File: config.mk
export PLATFORM = sky130hd
export DESIGN_NAME = alu_resultado_etapa
export DESIGN_NICKNAME = d
export VERILOG_FILES = /design/src/rtl/alu_resultado_etapa.sv
export SDC_FILE = /design/constraint.sdc
export NUM_CORES = 1
export LEC_CHECK = 0
export ABC_CLOCK_PERIOD_IN_PS = 1240
export BUFFER_PORTS_ARGS = -buffer_cell sky130_fd_sc_hd__buf_2
export CELL_PAD_IN_SITES_DETAIL_PLACEMENT = 0
export CELL_PAD_IN_SITES_GLOBAL_PLACEMENT = 1
export CORE_AREA = 2 2 51 53
export CTS_CLUSTER_SIZE = 14
export DETAILED_ROUTE_END_ITERATION = 8
export DIE_AREA = 0 0 53 55
export HOLD_SLACK_MARGIN = 0.06
export PLACE_DENSITY = 0.72
export REMOVE_ABC_BUFFERS = 1
export SLEW_MARGIN = 10
export SYNTH_ARGS = -nofsm -noshare
export SYNTH_HDL_FRONTEND = slang
export SYNTH_SLANG_ARGS = --single-unit
File: constraint.sdc
create_clock -name clk -period 1.24 [get_ports clk]
set_input_delay 0.186 -clock clk [delete_from_list [all_inputs] [get_ports clk]]
set_output_delay 0.186 -clock clk [all_outputs]
set_load 0.03 [all_outputs]
File: src/rtl/alu_resultado_etapa.sv
// rtl/alu_resultado_etapa.sv - registered ALU result stage with NZCV flags and architectural flag register
//
// Captures the ALU result with carry/overflow, derives NZCV on capture and
// forwards the entry downstream through a valid/ready handshake. The
// architectural flag register flags_q is written only when an entry marked
// set_flags is consumed downstream.
//
// Optional macro ALU_RESULT_SKID_EN:
//   defined   - two-entry buffer (main + skid). in_ready comes from a register,
//               so there is no combinational path from out_ready to in_ready.
//   undefined - single register; in_ready = !out_valid || out_ready.
//
// Ports:
//   clk, rst        clock, synchronous active-high reset
//   in_valid/ready  upstream handshake
//   in_result       N-bit ALU result
//   in_carry        ALU carry-out
//   in_overflow     ALU overflow
//   in_set_flags    entry updates architectural flags when consumed
//   out_valid/ready downstream handshake
//   out_result      registered result
//   out_nzcv        flags of the registered result {N,Z,C,V}
//   out_set_flags   registered in_set_flags
//   flags_q         architectural NZCV register
module alu_resultado_etapa #(
    parameter int N = 8
) (
    input  logic         clk,
    input  logic         rst,
    input  logic         in_valid,
    output logic         in_ready,
    input  logic [N-1:0] in_result,
    input  logic         in_carry,
    input  logic         in_overflow,
    input  logic         in_set_flags,
    output logic         out_valid,
    input  logic         out_ready,
    output logic [N-1:0] out_result,
    output logic [3:0]   out_nzcv,
    output logic         out_set_flags,
    output logic [3:0]   flags_q
);

    typedef enum logic [1:0] {
        EMPTY = 2'd0,
        ONE   = 2'd1,
        TWO   = 2'd2
    } occ_t;

    occ_t       state_q;
    occ_t       state_d;
    logic       in_xfer;
    logic       out_xfer;
    logic       load_main;
    logic [3:0] nzcv_in;

    assign nzcv_in   = {in_result[N-1], (in_result == '0), in_carry, in_overflow};
    assign out_valid = (state_q != EMPTY);
    assign out_xfer  = out_valid && out_ready;
    assign in_xfer   = in_valid && in_ready;

`ifdef ALU_RESULT_SKID_EN
    logic         in_ready_q;
    logic         load_skid;
    logic         move_skid;
    logic [N-1:0] skid_result;
    logic [3:0]   skid_nzcv;
    logic         skid_set_flags;

    assign in_ready = in_ready_q;
`else
    assign in_ready = !out_valid || out_ready;
`endif

    always_comb begin
        state_d   = state_q;
        load_main = 1'b0;
`ifdef ALU_RESULT_SKID_EN
        load_skid = 1'b0;
        move_skid = 1'b0;
`endif
        case (state_q)
            EMPTY: begin
                if (in_xfer) begin
                    state_d   = ONE;
                    load_main = 1'b1;
                end
            end
            ONE: begin
                // Simultaneous transfer: old entry leaves, new one reloads main.
                if (in_xfer && out_xfer) begin
                    load_main = 1'b1;
`ifdef ALU_RESULT_SKID_EN
                end else if (in_xfer) begin
                    state_d   = TWO;
                    load_skid = 1'b1;
`endif
                end else if (out_xfer) begin
                    state_d = EMPTY;
                end
            end
`ifdef ALU_RESULT_SKID_EN
            TWO: begin
                // in_ready is low here, so only the drain path exists.
                if (out_xfer) begin
                    state_d   = ONE;
                    move_skid = 1'b1;
                end
            end
`endif
            default: state_d = EMPTY;
        endcase
    end

    always_ff @(posedge clk) begin
        if (rst) begin
            state_q       <= EMPTY;
            out_result    <= '0;
            out_nzcv      <= 4'b0000;
            out_set_flags <= 1'b0;
            flags_q       <= 4'b0000;
`ifdef ALU_RESULT_SKID_EN
            in_ready_q     <= 1'b1;
            skid_result    <= '0;
            skid_nzcv      <= 4'b0000;
            skid_set_flags <= 1'b0;
`endif
        end else begin
            state_q <= state_d;
            if (load_main) begin
                out_result    <= in_result;
                out_nzcv      <= nzcv_in;
                out_set_flags <= in_set_flags;
`ifdef ALU_RESULT_SKID_EN
            end else if (move_skid) begin
                out_result    <= skid_result;
                out_nzcv      <= skid_nzcv;
                out_set_flags <= skid_set_flags;
`endif
            end
`ifdef ALU_RESULT_SKID_EN
            if (load_skid) begin
                skid_result    <= in_result;
                skid_nzcv      <= nzcv_in;
                skid_set_flags <= in_set_flags;
            end
            // Registered ready: accept whenever the next state leaves a free slot.
            in_ready_q <= (state_d != TWO);
`endif
            if (out_xfer && out_set_flags) begin
                flags_q <= out_nzcv;
            end
        end
    end

endmodule

==> results of run 1 <==
==> flip-flops by register name, indices dropped and copies added (netlist names) <==
name	cells
state_q	1
out_result	7
out_nzcv	4
out_set_flags	1
flags_q	4
==> cell usage after synthesis <==
library cell and number:
inv_2 2, clkbuf_2 1, o21ai_0 4, buf_2 2, buf_4 2, nand4_1 1
nor2b_4 1, a21oi_1 13, nor4_1 2, o21ai_1 8, nand3_1 12, buf_6 2
nor2_1 4, mux2i_1 4, dfxtp_1 17
==> worst paths after layout <==
kind                   endpoint  slack (ps)
setup reg to reg  out_result[1]         120
hold reg to reg   out_result[4]         480
setup / recovery       in_ready          40
hold / removal    out_result[0]         150
==> area by class of cell <==
| class | count | area (um^2) | area share, % |
|---|---|---|---|
| sequential | 17 | 341.6 | 37.66 |
| multi-input combinational | 49 | 272.8 | 30.07 |
| timing repair buffer | 39 | 216.5 | 23.86 |
| tap | 30 | 37.54 | 4.138 |
| clock buffer | 4 | 26.28 | 2.897 |
| inverter | 2 | 12.51 | 1.379 |
==> power by group <==
group / leakage [uW] / internal [uW] / switching (uW)
clock network: 0.0000150 / 125 / 159
registers: 0.000139 / 569 / 12.2
logic: 0.000286 / 68.1 / 123
total: 0.000440 / 762 / 294
==> routing by layer <==
layer	global-route usage, %	up-vias	wire length, um	share of wire [%]
met2	20.21	27	759	46
met5	0	-	0	0
met1	14.76	300	768	47
met3	2.419	2	110	6.7
li1	-	337	-	-
met4	6.410	0	12	0.73
==> tightest hold or removal path: stages <==
cell	delay [ps]
buf_2	100
nand3_1	60
a21oi_1	50
==> metrics by stage <==
step                      power, uW  hold WS [ps]  cells  cell area (um^2)  utilization (%)
after floorplan               692.3         255.1     68             620.6                -
after global placement        769.1         456.5    132             830.8            35.13
after detailed placement      771.1         456.1    132             830.8            35.13
after CTS                      1056         147.2    136             863.3            36.51
after global routing           1118         142.6    141             907.1            38.36
final                          1056         154.1    141             907.1            38.36
==> logic make-up after synthesis <==
group                  Yosys count  share of synthesized area, %
AO/OA/AOI/OAI                   25                         18.59
buffers and inverters            9                         8.921
flip-flops                      17                         50.56
multiplexers                     4                         5.948
AND/OR/NAND/NOR                 20                         15.98
==> what timing repair did <==
| action | 4_1_cts | 5_1_grt |
|---|---|---|
| setup endpoints to repair | 1 | 1 |
| gates resized for setup | 3 | 3 |
| pin swaps | 0 | 0 |
| buffers inserted | 0 | 5 |
| cloned | 0 | 0 |
==> metrics, run 1 <==
most frequent cells in the layout buf_2 (32), dfxtp_1 (16), a21oi_1 (13); Final ANT Viol Nets 0; vias per cell 4.723; Max Clk Rate 836.4 MHz; top post-synthesis cells by area dfxtp_1 (51%), a21oi_1 (9.7%), nand3_1 (8.9%), mux2i_1 (5.9%), o21ai_1 (5.9%); HPWL after DPL 1.153 mm; layout cells sized above 1 41.44%; Nets 127; WL per Instance 11.71 um; critical path data required time ~1100 ps; Leak 0.0004400 uW; standard-cell rows 18; WL final 1.651 mm; Yosys warning count 0; Pre-Repair DR Iteration Count 4; PnR worst setup slack 44.38 ps; Antenna Cells 0; TritonCTS clock tree done; Die W 53 um; Initial DRC Count 7; routed vias 666; CTS Buf Count 3; hold depth 3; Clock transition at path regs 100 ps; Mean Syn Cell Area 8.975 um^2; root buf cell clkbuf_4; Synth-to-Final Area Change 34.76%; CP max stage cell dfxtp_2; startpoint types flip-flop; crit-path max FO 6; Clock Latency Late Sink around 280 ps; Crit. Startpoint state_q[0]; gp weighted congestion between 0.6 and 0.7; Hold Vio Cnt, Final 0; Tightest Hold Check Type input pin to flip-flop; R2R Path Start state_q[0]; Final Setup Violations 0; largest net degree at the start of global routing 18; Worst path depth 3; antenna violations before repair 0; CP peak stage delay ~340 ps; Register-to-Register Path Depth 6; fin crit share 96.42%; Worst slew margin 79.13%; Unique masters post-synth 15; first-pass GRT wire length 2.497 mm; core footprint 2365 um^2; die height 55 um; unrepaired setup endpoints after global routing yes; Post-Syn Area 673.1 um^2; number of port buffers 33; gr usage total 12.09%; maximum VDD drop 0.0005673 V; clk sink count 17; hold wc startpoint in_result[0]; clock skew 7.883 ps; Period minus WS final roughly 1200 ps; Yosys reg bits 17; total I/O pin count 34; crit-path cells nor2b_4 -> clkinv_4 -> buf_6; worst-margin pin slew between 300 and 400 ps; Seq/Total Area, Yosys 50.56%; Initial Util 28.47%; family with the most delay on the worst path flip-flops; gr ovfl total 0; clock buffer depth 2; Synth Instances 75; top-area cell type share of the netlist area a little over 50%; WP data arrival between 1000 and 1500 ps; DP Worst Slack 212.9 ps; CP bufs+invs 2; hold_buf cts 0; CP Capture Type primary output; final slew viol count 0; number of global-route vias before repair 580; CTS H-tree depth 1; die area between 2000 and 3000 um^2; pwr dens about 1200 nW/um^2; max_cap viols 0; area leader, netlist dfxtp_1; status completed; drt drc 0; fillers 270; Fin Setup TNS 0 ps; critical path class flip-flop to primary output; leading cell type in the layout, fill and taps excluded buf_2
Note: power is estimated with default switching activity, not from simulation.
==> run 2, diff against run 1 <==
--- a/config.mk
+++ b/config.mk
@@ -14,6 +14,7 @@
 export DETAILED_ROUTE_END_ITERATION = 8
 export DIE_AREA = 0 0 53 55
 export HOLD_SLACK_MARGIN = 0.06
+export MAX_ROUTING_LAYER = met4
 export PLACE_DENSITY = 0.72
 export REMOVE_ABC_BUFFERS = 1
 export SLEW_MARGIN = 10
==> metrics, run 2 (synthesis results as in run 1) <==
status completed (unchanged); gr ovfl total 0 (unchanged); final instance area 907.1 um^2 (unchanged); Initial DRC Count 7 (unchanged); Antenna Cells 0 (unchanged); filler-free cell count of the finished design 141 (unchanged); WL final 1.651 mm (unchanged); drt drc 0 (unchanged); Nets 127 (unchanged); startpoint types flip-flop (unchanged); CTS H-tree depth 1 (unchanged); critical path class flip-flop to primary output (unchanged); total I/O pin count 34 (unchanged); pwr dens 1165 nW/um^2 (about the same); final slew viol count 0 (unchanged); Leak 0.0004400 uW (unchanged); clock skew 7.883 ps (unchanged); CP Capture Type primary output (unchanged); vias per cell 4.723 (unchanged); layout cells sized above 1 41.44% (unchanged); Top reg by flops out_result (unchanged); clock power share 26.8% (about the same); Pre-Repair DR Iteration Count 4 (unchanged); Clock Latency Late Sink 280 ps (about the same); Die W 53 um (unchanged); leading cell type in the layout, fill and taps excluded buf_2 (unchanged); Regs by FF count out_result x7, flags_q x4, out_nzcv x4 (unchanged); CTS Buf Count 3 (unchanged); clk sink count 17 (unchanged); worst-margin pin slew 313.1 ps (unchanged); Worst slew margin 79.13% (unchanged); Sw Share 27.84% (about the same); root buf cell clkbuf_4 (unchanged); Flop pwr share 55.1% (about the same); Max Clk Rate 836.4 MHz (unchanged); WL per Instance 11.71 um (unchanged); Tightest Hold Check Type input pin to flip-flop (unchanged); standard-cell rows 18 (unchanged); number of port buffers 33 (unchanged); Period minus WS final 1196 ps (unchanged); Hold Vio Cnt, Final 0 (unchanged); die height 55 um (unchanged); most frequent cells in the layout buf_2 (32), dfxtp_1 (16), a21oi_1 (13) (unchanged); Clock transition at path regs 100 ps (about the same); area post-placement 830.8 um^2 (unchanged); crit-path max FO 6 (unchanged); Final ANT Viol Nets 0 (unchanged); Synth-to-Final Area Change 34.76% (unchanged); DP Cell Count 132 (unchanged); number of global-route vias before repair 580 (unchanged); unrepaired setup endpoints after global routing yes (unchanged); TritonCTS clock tree done (unchanged); clock buffer depth 2 (unchanged); HPWL after DPL 1.153 mm (unchanged); first-pass GRT wire length 2.497 mm (unchanged); Initial Util 28.47% (unchanged); die area 2915 um^2 (unchanged); max reg flops 7 (unchanged); routed vias 666 (unchanged); max_cap viols 0 (unchanged); maximum VDD drop 0.0005673 V (about the same); largest net degree at the start of global routing 18 (unchanged); Final Setup Violations 0 (unchanged); fin crit share 96.42% (unchanged); overall power 1056 uW (about the same); fillers 270 (unchanged); internal power 762.3 uW (about the same); core footprint 2365 um^2 (unchanged); critical path data required time 1050 ps (about the same); antenna violations before repair 0 (unchanged); gp weighted congestion 0.6664 (was 0.6602); WP data arrival 1010 ps (about the same); switching pwr 294.1 uW (about the same); gr usage total 12.43% (was 12.09%); Comb pwr share 18.1% (about the same)
[run 2: metal layers]
metal	GRT usage, %	wire (um)
met1	14.76	771
met2	20.21	759
met3	2.419	108
met4	6.410	12
met5	-	0
[run 2: what timing repair did]
| action | in CTS | in global routing |
|---|---|---|
| hold buffers | 0 | 0 |
| buffers inserted | 0 | 5 |
| resized for setup | 3 | 3 |
| setup endpoints to repair | 1 | 1 |
[run 2: final timing paths]
path                                     from            end  slack [ps]  depth (start not counted)
worst max-delay path               state_q[0]       in_ready          40                          3
worst min-delay path             in_result[0]  out_result[0]         150                          3
worst max register to register     state_q[0]  out_result[1]         120                          6
worst min register to register  out_result[4]  out_result[4]         480                          2
[run 2: layout make-up]
type	instances	area (um^2)	area share [%]
clock buffers	4	26.28	2.897
multi-input cells	49	272.8	30.07
repair buffers	39	216.5	23.86
inverters	2	12.51	1.379
well taps	30	37.54	4.138
flip-flops and latches	17	341.6	37.66
[run 2: power groups by stage]
stage	Combinational, uW	Clock [uW]	Sequential, uW
after detailed placement	177	0	595
after floorplan	48.4	0	644
after CTS	179	295	582
after global routing	206	326	586
final	191	284	582
after global placement	175	0	594
[run 2: metrics by stage]
stage	utilization, %	setup TNS (ps)	setup WS (ps)	hold WS (ps)
after detailed placement	35.13	0	212.9	456.1
final	38.36	0	44.38	154.1
after CTS	36.51	0	0.6618	147.2
after global placement	35.13	0	227.4	456.5
after floorplan	-	-649.6	-56.93	255.1
after global routing	38.36	-18.91	-18.91	142.6
[run 2: critical path: stages (launching register included)]
cell	delay, ps
dfxtp_2	340
nor2b_4	170
clkinv_4	90
buf_6	140
==> run 3, diff against run 2 <==
--- a/config.mk
+++ b/config.mk
@@ -5,17 +5,17 @@
 export SDC_FILE = /design/constraint.sdc
 export NUM_CORES = 1
 export LEC_CHECK = 0
-export ABC_CLOCK_PERIOD_IN_PS = 1240
+export ABC_CLOCK_PERIOD_IN_PS = 1000
 export BUFFER_PORTS_ARGS = -buffer_cell sky130_fd_sc_hd__buf_2
 export CELL_PAD_IN_SITES_DETAIL_PLACEMENT = 0
 export CELL_PAD_IN_SITES_GLOBAL_PLACEMENT = 1
-export CORE_AREA = 2 2 51 53
+export CORE_AREA = 2 2 53 55
 export CTS_CLUSTER_SIZE = 14
 export DETAILED_ROUTE_END_ITERATION = 8
-export DIE_AREA = 0 0 53 55
+export DIE_AREA = 0 0 55 57
 export HOLD_SLACK_MARGIN = 0.06
 export MAX_ROUTING_LAYER = met4
-export PLACE_DENSITY = 0.72
+export PLACE_DENSITY = 0.7
 export REMOVE_ABC_BUFFERS = 1
 export SLEW_MARGIN = 10
 export SYNTH_ARGS = -nofsm -noshare
==> constraint.sdc (replaced) <==
create_clock -name clk -period 1 [get_ports clk]
set_input_delay 0.15 -clock clk [delete_from_list [all_inputs] [get_ports clk]]
set_output_delay 0.15 -clock clk [all_outputs]
set_load 0.03 [all_outputs]
==> metrics, run 3 (synthesis results as in run 1) <==
gr usage total 11.26% (was 12.43%); Hold Path End out_nzcv[0] (was out_result[0]); status finished with violations (was completed); CP Capture Type primary output (unchanged); pwr dens 1414 nW/um^2 (was 1165 nW/um^2); hold_ws 95.31 ps (was 154.1 ps); crit-path max FO 3 (was 6); die area 3135 um^2 (was 2915 um^2); unrepaired setup endpoints after global routing yes (unchanged); critical path data required time 850 ps (was 1050 ps); filler-free cell count of the finished design 139 (was 141); Nets 124 (was 127); Worst slew margin 79.37% (was 79.13%); hold wc startpoint in_overflow (was in_result[0]); Initial Util 25.74% (was 28.47%); gr ovfl total 0 (unchanged); Clock Latency Late Sink 300 ps (was 280 ps); core footprint 2615 um^2 (was 2365 um^2); HPWL after DPL 1.209 mm (was 1.153 mm); Final Setup Violations 7 (was 0); Synth-to-Final Area Change 41.82% (was 34.76%); PnR worst setup slack -131.4 ps (was 44.38 ps); Register-to-Register Path Depth 4 (was 6); hold depth 3 (unchanged); final slew viol count 0 (unchanged); fillers 311 (was 270); WP data arrival 980 ps (was 1010 ps); total I/O pin count 34 (unchanged); DP Cell Count 135 (was 132); Antenna Cells 0 (unchanged); Sw Share 29.22% (was 27.84%); Leak 0.0004366 uW (was 0.0004400 uW); multi-input logic area 276.5 um^2 (was 272.8 um^2); layout cells sized above 1 49.07% (was 41.44%); gp weighted congestion 0.6809 (was 0.6664); routed vias 652 (was 666); number of port buffers 33 (unchanged); Final ANT Viol Nets 0 (unchanged); drt drc 0 (unchanged); worst reg-to-reg setup slack -30 ps (was 120 ps); Initial DRC Count 12 (was 7); maximum VDD drop 0.0008304 V (was 0.0005673 V); standard-cell rows 19 (was 18); CTS Buf Count 3 (unchanged); worst-margin pin slew 309.4 ps (was 313.1 ps); Period minus WS final 1131 ps; vias per cell 4.691 (was 4.723); leading cell type in the layout, fill and taps excluded buf_4 (was buf_2); clock power share 27.7% (was 26.8%); Die W 55 um (was 53 um); clk sink count 17 (unchanged); WL per Instance 11.89 um (was 11.71 um); critical path class flip-flop to primary output (unchanged); Top reg by flops out_result (unchanged); most frequent cells in the layout buf_4 (16), buf_2 (15), nand3_1 (12), a21oi_1 (12), o21ai_1 (9) (was buf_2 (32), dfxtp_1 (16), a21oi_1 (13)); max_cap viols 0 (unchanged); die height 57 um (was 55 um); DP Worst Slack 8.072 ps (was 212.9 ps); Regs by FF count out_result x7, flags_q x4, out_nzcv x4 (unchanged); overall power 1350 uW (was 1056 uW); clock buffer depth 2 (unchanged); R2R Path Start state_q[0] (unchanged); Clock transition at path regs 100 ps (about the same); largest net degree at the start of global routing 18 (unchanged); antenna violations before repair 0 (unchanged); TritonCTS clock tree done (unchanged); root buf cell clkbuf_4 (unchanged); startpoint types flip-flop (unchanged); internal power 955.6 uW (was 762.3 uW); switching pwr 394.6 uW (was 294.1 uW); Max Clk Rate 883.9 MHz; Hold Vio Cnt, Final 0 (unchanged); CTS H-tree depth 1 (unchanged); hold_buf cts 0 (unchanged); worst reg2reg endpoint out_result[0] (was out_result[1]); Comb pwr share 18.5% (was 18.1%); Tightest Hold Check Type input pin to flip-flop (unchanged); clock skew 7.022 ps (was 7.883 ps); Register Area 354.1 um^2 (was 341.6 um^2); failing checks setup timing; WL final 1.653 mm (was 1.651 mm); Flop pwr share 53.8% (was 55.1%); Pre-Repair DR Iteration Count 4 (unchanged); first-pass GRT wire length 2.477 mm (was 2.497 mm); number of global-route vias before repair 569 (was 580); max reg flops 7 (unchanged); fin crit share 113.1%; utilization after layout 36.51% (was 38.36%)
[run 3: changes by cell type in the layout (fill, tap and decap cells not counted), sizes merged]
cell | previous run | this run
inv | 1 | 2
buf | 39 | 35
[run 3: how the worst max path moves through the flow]
stage	from	to	slack (ps)	cells after the start
finish	state_q[0]	in_ready	-130	3
detailed placement	state_q[0]	in_ready	8	3
global placement	state_q[0]	in_ready	30	3
CTS	state_q[0]	in_ready	-140	3
floorplan	state_q[0]	out_nzcv[2]	-300	4
global route	state_q[0]	in_ready	-170	3
[run 3: metal layers]
metal	global-route usage, %	routed length, um
met1	14.31	751
met2	16.33	756
met3	3.141	110
met4	5.226	34
met5	-	0
[run 3: layout make-up]
class / count / area share (%)
flip-flops and latches: 17 / 37.09
inverters: 2 / 1.048
clock buffers: 3 / 2.359
multi-input cells: 49 / 28.96
well taps: 31 / 4.063
clock inverters: 1 / 0.5242
repair buffers: 36 / 25.95
[run 3: what timing repair did]
action / CTS / global route
setup buffers: 1 / 0
resized for setup: 17 / 24
endpoints found under the setup margin: 14 / 33
gates cloned: 0 / 0
[run 3: stage by stage]
stage	TNS, ps	cell area [um^2]
3_5_place_dp	0	847.1
2_1_floorplan	-4312	620.6
4_1_cts	-158.7	915.9
6_report	-231.1	954.7
3_3_place_gp	0	847.1
5_1_grt	-925.8	954.7
[run 3: worst max-delay path: stages (launching register included)]
cell     delay, ps
dfxtp_2        340
nor2b_4        170
inv_4           40
buf_6          130
[run 3: power groups by stage]
stage	Combinational (uW)	Clock, uW	Sequential, uW
finish	250	374	727
detailed placement	226	0	737
global placement	225	0	736
floorplan	60.0	0	798
global route	268	419	732
CTS	241	393	725
